<file path="config.mk">
export PLATFORM = sky130hd
export DESIGN_NAME = alu_ctrl_unit
export DESIGN_NICKNAME = d
export VERILOG_FILES = /design/src/rtl/alu_ctrl_pkg.sv /design/src/rtl/alu_regfile.sv /design/src/rtl/alu_ctrl_unit.sv
export SDC_FILE = /design/constraint.sdc
export NUM_CORES = 1
export LEC_CHECK = 0
export BUFFER_PORTS_ARGS = -buffer_cell sky130_fd_sc_hd__buf_2
export CORE_ASPECT_RATIO = 0.7
export CORE_UTILIZATION = 55
export CTS_BUF_LIST = sky130_fd_sc_hd__clkbuf_8
export CTS_CLUSTER_DIAMETER = 40
export CTS_CLUSTER_SIZE = 14
export DETAILED_ROUTE_END_ITERATION = 12
export PLACE_DENSITY = 0.78
export REMOVE_ABC_BUFFERS = 1
export SLEW_MARGIN = 20
export SYNTH_ARGS = -nofsm -noshare
export SYNTH_HDL_FRONTEND = slang
export SYNTH_SLANG_ARGS = --single-unit
</file>
<file path="constraint.sdc">
create_clock -name clk -period 2.4 [get_ports clk]
set_input_delay 0.48 -clock clk [delete_from_list [all_inputs] [get_ports clk]]
set_output_delay 0.48 -clock clk [all_outputs]
set_load 0.01 [all_outputs]
</file>
<file path="src/rtl/alu_ctrl_pkg.sv">
// Shared definitions for the ALU control unit: opcodes, instruction field
// positions, FSM state encoding and the legal-opcode check.
package alu_ctrl_pkg;

    // ALU opcodes
    localparam logic [5:0] OP_ADD = 6'h01;
    localparam logic [5:0] OP_SUB = 6'h02;
    localparam logic [5:0] OP_EQ  = 6'h03;
    localparam logic [5:0] OP_NE  = 6'h04;
    localparam logic [5:0] OP_LE  = 6'h05;
    localparam logic [5:0] OP_GT  = 6'h06;
    localparam logic [5:0] OP_LLS = 6'h07;
    localparam logic [5:0] OP_LRS = 6'h08;
    localparam logic [5:0] OP_ARS = 6'h09;
    localparam logic [5:0] OP_LDI = 6'h3F;

    // Instruction field positions
    localparam int OP_MSB      = 31;
    localparam int OP_LSB      = 26;
    localparam int RD_MSB      = 25;
    localparam int RD_LSB      = 23;
    localparam int RS1_MSB     = 22;
    localparam int RS1_LSB     = 20;
    localparam int RS2_MSB     = 19;
    localparam int RS2_LSB     = 17;
    localparam int USE_IMM_BIT = 16;
    localparam int IMM_W       = 16;
    localparam int REG_W       = 3;

    typedef enum logic [1:0] {
        ST_IDLE   = 2'd0,
        ST_DECODE = 2'd1,
        ST_EXEC   = 2'd2,
        ST_RESP   = 2'd3
    } state_t;

    function automatic logic is_legal_op(input logic [5:0] op);
        case (op)
            OP_ADD, OP_SUB, OP_EQ, OP_NE, OP_LE, OP_GT,
            OP_LLS, OP_LRS, OP_ARS, OP_LDI: return 1'b1;
            default:                        return 1'b0;
        endcase
    endfunction

endpackage

</file>
<file path="src/rtl/alu_regfile.sv">
// Register file: two combinational read ports, one synchronous write port,
// r0 hardwired to zero, asynchronous active-low clear of all entries.
module alu_regfile #(
    parameter int DATA_W = 32,
    parameter int NREGS  = 8
) (
    input  logic                     clk,
    input  logic                     rst_n,
    input  logic [$clog2(NREGS)-1:0] raddr_a,
    input  logic [$clog2(NREGS)-1:0] raddr_b,
    output logic [DATA_W-1:0]        rdata_a,
    output logic [DATA_W-1:0]        rdata_b,
    input  logic                     we,
    input  logic [$clog2(NREGS)-1:0] waddr,
    input  logic [DATA_W-1:0]        wdata
);

    logic [NREGS-1:0][DATA_W-1:0] regs;

    // Storage; writes to r0 are dropped so it stays zero
    always_ff @(posedge clk or negedge rst_n) begin
        if (!rst_n)
            regs <= '0;
        else if (we && waddr != '0)
            regs[waddr] <= wdata;
    end

    assign rdata_a = (raddr_a == '0) ? '0 : regs[raddr_a];
    assign rdata_b = (raddr_b == '0) ? '0 : regs[raddr_b];

endmodule

</file>
<file path="src/rtl/alu_ctrl_unit.sv">
// Multi-cycle ALU control unit: accept instruction, read operands, drive the
// external combinational ALU, write back the result and hand it out on a
// response handshake. One instruction in flight at a time.
module alu_ctrl_unit
    import alu_ctrl_pkg::*;
#(
    parameter int DATA_W = 32,
    parameter int NREGS  = 8,
    parameter int OP_W   = 6
) (
    input  logic              clk,
    input  logic              rst_n,
    input  logic              instr_valid,
    output logic              instr_ready,
    input  logic [31:0]       instr,
    output logic [DATA_W-1:0] alu_a,
    output logic [DATA_W-1:0] alu_b,
    output logic [OP_W-1:0]   alu_op,
    input  logic [DATA_W-1:0] alu_result,
    input  logic              alu_carry,
    input  logic              alu_zero,
    input  logic              alu_neg,
    output logic              rsp_valid,
    input  logic              rsp_ready,
    output logic [DATA_W-1:0] rsp_data,
    output logic              rsp_err,
    output logic              flag_c,
    output logic              flag_z,
    output logic              flag_n,
    output logic              busy
);

    state_t state, state_nxt;
    logic [31:0] instr_q;

    // Decoded fields of the latched instruction
    logic [5:0]        op;
    logic [REG_W-1:0]  rd, rs1, rs2;
    logic              use_imm;
    logic [IMM_W-1:0]  imm;
    logic [DATA_W-1:0] imm_ext;
    logic              legal, is_ldi, is_arith;

    assign op       = instr_q[OP_MSB:OP_LSB];
    assign rd       = instr_q[RD_MSB:RD_LSB];
    assign rs1      = instr_q[RS1_MSB:RS1_LSB];
    assign rs2      = instr_q[RS2_MSB:RS2_LSB];
    assign use_imm  = instr_q[USE_IMM_BIT];
    assign imm      = instr_q[IMM_W-1:0];
    assign imm_ext  = {{(DATA_W-IMM_W){imm[IMM_W-1]}}, imm};
    assign legal    = is_legal_op(op);
    assign is_ldi   = (op == OP_LDI);
    assign is_arith = (op == OP_ADD) || (op == OP_SUB);

    // LDI bypasses the ALU result
    logic [DATA_W-1:0] rdata_a, rdata_b, wb_data;
    logic              rf_we;

    assign wb_data = is_ldi ? imm_ext : alu_result;
    assign rf_we   = (state == ST_EXEC) && legal;

    alu_regfile #(.DATA_W(DATA_W), .NREGS(NREGS)) u_regfile (
        .clk     (clk),
        .rst_n   (rst_n),
        .raddr_a (rs1),
        .raddr_b (rs2),
        .rdata_a (rdata_a),
        .rdata_b (rdata_b),
        .we      (rf_we),
        .waddr   (rd),
        .wdata   (wb_data)
    );

    assign instr_ready = (state == ST_IDLE);
    assign rsp_valid   = (state == ST_RESP);
    assign busy        = (state != ST_IDLE);

    // State register
    always_ff @(posedge clk or negedge rst_n) begin
        if (!rst_n) state <= ST_IDLE;
        else        state <= state_nxt;
    end

    // Next-state: fixed walk through the phases, RESP waits on the consumer
    always_comb begin
        state_nxt = state;
        case (state)
            ST_IDLE:   if (instr_valid) state_nxt = ST_DECODE;
            ST_DECODE: state_nxt = ST_EXEC;
            ST_EXEC:   state_nxt = ST_RESP;
            ST_RESP:   if (rsp_ready) state_nxt = ST_IDLE;
            default:   state_nxt = ST_IDLE;
        endcase
    end

    // Datapath: latch instruction, issue operands, capture result and flags.
    // Illegal ops touch neither the ALU operands nor the architectural state.
    always_ff @(posedge clk or negedge rst_n) begin
        if (!rst_n) begin
            instr_q  <= '0;
            alu_a    <= '0;
            alu_b    <= '0;
            alu_op   <= '0;
            rsp_data <= '0;
            rsp_err  <= 1'b0;
            flag_c   <= 1'b0;
            flag_z   <= 1'b0;
            flag_n   <= 1'b0;
        end else begin
            case (state)
                ST_IDLE: if (instr_valid) instr_q <= instr;
                ST_DECODE: if (legal) begin
                    alu_a  <= rdata_a;
                    alu_b  <= use_imm ? imm_ext : rdata_b;
                    alu_op <= op;
                end
                ST_EXEC: begin
                    if (legal) begin
                        rsp_data <= wb_data;
                        rsp_err  <= 1'b0;
                        if (!is_ldi) begin
                            flag_z <= alu_zero;
                            flag_n <= alu_neg;
                            flag_c <= is_arith ? alu_carry : 1'b0;
                        end
                    end else begin
                        rsp_data <= '0;
                        rsp_err  <= 1'b1;
                    end
                end
                default: ;
            endcase
        end
    end

endmodule

</file>
* Yosys cells after proc, flatten, opt, wreduce, memory -nomap -nowiden *
Cells that the tools add are included.
Widths: inputs -> output; s select.

storage, ports and cells
  register bits = 396
  word-level logic and storage cells = 70
  input bits = 71

operators by class
  equality and inequality tests = 15
  reductions and logical operators = 14
  bitwise operators = 1
  $lt $le $gt $ge = 4
  muxes and demuxes = 18

operator list
  kind                count
  $bwmux 256          1
  $mux 32             8
  $bmux 32 s3         2
  $demux 32 s3        1
  $eq 6x3->1 const B  4
  $eq 6x2->1 const B  2
  $eq 6x4->1 const B  2
  $lt 3x4->1 const B  3
  $reduce_or 10->1    1
  $pmux 2 s4          1
  $eq 6x1->1 const B  1
  $eq 6x6->1 const B  1
  $logic_not 3->1     2
  $reduce_and 2->1    3
  $eq 2x2->1 const B  2
  $mux 2              2
  $ge 3x1->1 const B  1
  $logic_and 1x1->1   3
  $mux 1              3
  $reduce_and 3->1    1
  $reduce_bool 3->1   1
  $eq 2x1->1 const B  1
  $logic_not 2->1     1
  $ne 2x1->1 const B  1
  4 further kinds     4

* Longest topological paths before layout *
  depth after elaboration = 5
  depth in mapped cells = 7

* Modules after synthesis *
A second synthesis with hierarchy kept.

second synthesis, totals
  cells, all modules = 1378
  area, all modules = 18743.0 um2

by module, submodules not included
  module         cells each  area an instance (um2)  times used
  alu_regfile    876         12375.6                 1
  alu_ctrl_unit  502         6367.4                  1

* Least setup slack after synthesis *
No wires, ideal clock.

  kind = flip-flop to flip-flop
  from = register instr_q[27]
  to = register u_regfile.regs[181] (netlist bit)
  data required time = 2.275 ns
  data arrival time = 2.190 ns
  clock period less this slack = 2.314 ns
  cell stages (with the launch flop) = 6
  buffers on the path = 1
  path slack = 0.086 ns
  cells stage by stage = dfrtp_1 > o21ai_0 > a32oi_4 > a2111oi_4 > buf_6 > mux2_2

between the ends
  cells in the longest elaborated chain, start to end = 5
  elaborated cells between the ends (all ways) = 16
  classes of those cells = eq/ne (10); mux (3); reduce/logical (3)

ends and longest elaborated chain
  what                                line                                     text
  start, declared                     alu_ctrl_unit.sv:34                      logic [31:0] instr_q;
  start signal, assigned              alu_ctrl_unit.sv:111                     ST_IDLE: if (instr_valid) instr_q <= instr;
  $eq 6x6->1 (tied with other cells)  alu_ctrl_pkg.sv:38, alu_ctrl_unit.sv:52
  $reduce_or 10->1                    alu_ctrl_pkg.sv:38                       case (op)
  $mux 1                              alu_ctrl_pkg.sv:38
  $logic_and 1x1->1                   alu_ctrl_unit.sv:60                      assign rf_we = (state == ST_EXEC) && legal;
  $logic_and 1x1->1                   alu_regfile.sv:24                        else if (we && waddr != '0)
  end signal, assigned by index       alu_regfile.sv:25                        regs[waddr] <= wdata;
  end, declared                       alu_regfile.sv:18                        logic [NREGS-1:0][DATA_W-1:0] regs;

Several ways; a longest one is shown, not always the timed one.
A chain may end at the register's enable or synchronous reset.

* Final worst setup path *
  from = register instr_q[27]
  to = register u_regfile.regs[61] (netlist bit)

The elaborated chain is that of the path after synthesis.

==> metrics.md <==
| Metric | Value |
|---|---|
| Outcome | completed |
| Arr. time, crit path | roughly 2.8 ns |
| Initial Util | a little under three fifths |
| Vias in the first global route | ~13000 |
| Crit Path Max Fanout | 16 |
| Core box area | ~32000 um^2 |
| Syn Std Cell Area | 18200 um^2 |
| Worst-path clk slew | 0.09 ns |
| Vias | roughly 13000 |
| CTS Buf Count | between 40 and 50 |
| FF+latch count, synth | around 360 |
| Most used cell, CP | buf_4 |
| Area grow syn2layout | 15.3% |
| Share of cells above drive strength 1 | between 40% and 50% |
| Top-area cell type share of the netlist area | 50.2% |
| First-pass DRT Iterations | 5 |
| Power Density | 1300 nW/um^2 |
| Synth Flop Type | dfrtp_1 |
| Hold Crit Endpoint | instr_q[10]$_DFFE_PN0P_ |
| Final setup violation count | 0 |
| CP Cell Sequence | buf_4 -> nand2_1 -> or2_1 -> buf_12 -> a2111oi_4 -> buf_4 -> buf_6 -> mux2_2 |
| CP max stage cell | dfrtp_2 |
| Cell count after synthesis | approximately 1400 |
| Min cycle time layout | approximately 2.4 ns |
| Final HPWL DP | roughly 32 mm |
| Maximum vdd drop | 0.826 mV |
| Final hold viol count | 0 |
| Largest net degree at the start of global routing | 76 |
| DRT Wirelength | between 40 and 50 mm |
| Worst Skew | 0.0406 ns |
| Pleak | approximately 0.01 uW |
| Clk sink count | around 360 |
| CP Data Required Time | 2.87 ns |
| Yosys cell types | 46 |
| Reg-to-reg endpoint | u_regfile.regs[61]$_DFFE_PN0P_ |
| PortBufs | approximately 180 |
| Number of H-tree levels | 2 |
| CP endpoint kind | register |
| Mapped Avg Cell Area | between 10 and 15 um^2 |
| Vias per inst | between 6 and 7 |
| Async SR Flop Fraction | 100% |
| Fmax | roughly 420 MHz |
| Hold path startpoint | instr[10] |
| EDFF count, synth | 0 |
| CP max stage delay | 0.42 ns |
| Most frequent cells in the layout | dfrtp_1 (357), mux2_2 (319), buf_2 (178), mux2i_1 (77), buf_4 (60) |
| Synth area leader | dfrtp_1 |
| Buf/Inv on CP | 4 |
| CTS tree | built |
| Global placement routability congestion | ~0.83 |
| Reg area | roughly 9100 um^2 |
| Area of the multi-input gates | approximately 8400 um^2 |
| Final Slew Violations | 0 |
| Post-route ant nets | 0 |
| Worst R2R Setup Slack | approximately 0.047 ns |
| Period utilization | a little over nine tenths |
| Root Driver | clkbuf_8 |
| Worst-Margin Slew | between 1 and 1.5 ns |
| Layout fillers | about 2400 |
| Nets | between 1500 and 2000 |
| Post-Layout Cell Count | 2022 |
| Total negative slack | 0 ns |
| Gr ovfl total | 0 |
| Slew HR | between 30% and 40% |
| Remaining DRCs | 0 |
| Clock Tree Buf Depth | 3 |
| Die X | around 220 um |
| Max-cap violations | 0 |
| Ranking of synthesized cells by area | dfrtp_1 (50%), mux2_2 (20%), mux2i_1 (4.2%), mux4_2 (4.2%), a221o_1 (1.7%) |
| Row count | 55 |
| Detailed Route Iter0 Violations | 1239 |
| Reg-to-reg startpoint | instr_q[27]$_DFFE_PN0P_ |
| Critical path class | reg -> reg |
| Global Route Usage Sum | between 20% and 30% |
| Die area | ~34000 um^2 |
| Initial antenna violation count | 1 |
| CP delay by family, top | buffers and inverters |
| Die H | 154 um |
| Wire per inst | ~24 um |
| Reg2reg path depth | 8 |
| Most common cell after layout, fill and taps aside | dfrtp_1 |
| Synth Warn # | 0 |
| First-pass GRT wire length | between 70 and 80 mm |
| Number of I/O pins | 180 |
| Hold path depth | 2 |
| Clk Latency, worst-skew pair | 0.60 ns |
| Cells after DPL | approximately 2000 |
| Nature of the critical path startpoint | register |
| Hold Crit Class | in -> reg |
| Seq/Total Area, Yosys | around half |
==> Yosys cell counts, drive strengths merged, types with 2 or more instances <==
library cell and instances:
a221oi 3, buf 47, mux4 34, mux2i 77
mux2 332, o2bb2ai 16, a31o 32, a21oi 15
a2111oi 17, a22o 14, nand3 2, nand2 9
ha 4, clkbuf 70, o32ai 13, a221o 31
inv 55, a211oi 7, nor2b 35, nand2b 36
o21ai 52, nor2 22, dfrtp 364, o2111ai 31
o22ai 16, o221ai 16, a21o 17
==> per-layer routing <==
layer | share of wire (%) | track usage, %
met2 | 44 | 43.0
met5 | 0 | 0
met3 | 8.9 | 6.59
met4 | 2.4 | 8.73
met1 | 44 | 44.3
==> repair_timing <==
action / in CTS / in global routing
endpoints found under the hold margin: 53 / 0
pin swaps: 0 / 1
resized for setup: 1 / 6
buffers inserted: 0 / 1
setup endpoints to repair: 69 / 96
hold buffers: 1 / 0
cloned: 0 / 1
==> power by group <==
| part | internal [uW] | switching, uW |
|---|---|---|
| clock network | 2330 | 2430 |
| logic | 5730 | 6370 |
| registers | 8500 | 1940 |
| total | 16600 | 10700 |
==> registers in the layout, indices dropped and copies added (netlist names) <==
signal and cells:
alu_a 32, alu_b 32, alu_op 6, flag_c 1
flag_n 1, flag_z 1, instr_q 32, rsp_data 32
rsp_err 1, state 2, u_regfile.regs 224
==> how the worst max path moves through the flow <==
stage	startpoint	to	slack, ns	depth (start not counted)
4_1_cts	instr_q[28]$_DFFE_PN0P_	u_regfile.regs[40]$_DFFE_PN0P_	0.02	6
6_report	instr_q[27]$_DFFE_PN0P_	u_regfile.regs[61]$_DFFE_PN0P_	0.05	8
5_1_grt	instr_q[29]$_DFFE_PN0P_	u_regfile.regs[52]$_DFFE_PN0P_	-0.01	7
3_5_place_dp	instr_q[28]$_DFFE_PN0P_	u_regfile.regs[43]$_DFFE_PN0P_	-0.02	6
3_3_place_gp	instr_q[28]$_DFFE_PN0P_	u_regfile.regs[149]$_DFFE_PN0P_	0.08	6
2_1_floorplan	instr_q[17]$_DFFE_PN0P_	alu_b[15]$_DFFE_PN0P_	-1.99	4
==> metrics by stage <==
stage          instance area [um^2]  hold WS [ns]  utilization (%)  worst slack [ns]  power (uW)
6_report                      20900         0.135             64.6            0.0469       27300
5_1_grt                       20900         0.110             64.5           -0.0143       28700
4_1_cts                       20900         0.111             64.4            0.0174       27200
3_5_place_dp                  20000         0.472             61.6           -0.0205       22400
3_3_place_gp                  20000         0.468             61.6            0.0772       21900
2_1_floorplan                 17600         0.184                -             -1.99       17700
==> final cells by class <==
type,count,area share [%]
antenna,1,0.0120
clock buffer,44,2.89
clock inverter,26,1.50
inverter,55,0.987
multi-input combinational,844,39.9
sequential,364,43.6
tap,427,2.55
timing repair buffer,261,8.52
==> logic make-up after synthesis <==
logic type               Yosys count  share of synthesized area (%)
XOR/XNOR                           1                         0.0483
buffers and inverters            172                           4.11
adder cells (fa/ha/maj)            4                          0.276
AO/OA/AOI/OAI                    284                           12.9
multiplexers                     443                           29.1
flip-flops                       364                           50.2
AND/OR/NAND/NOR                  112                           3.48
Note: power is estimated with default switching activity, not from simulation.
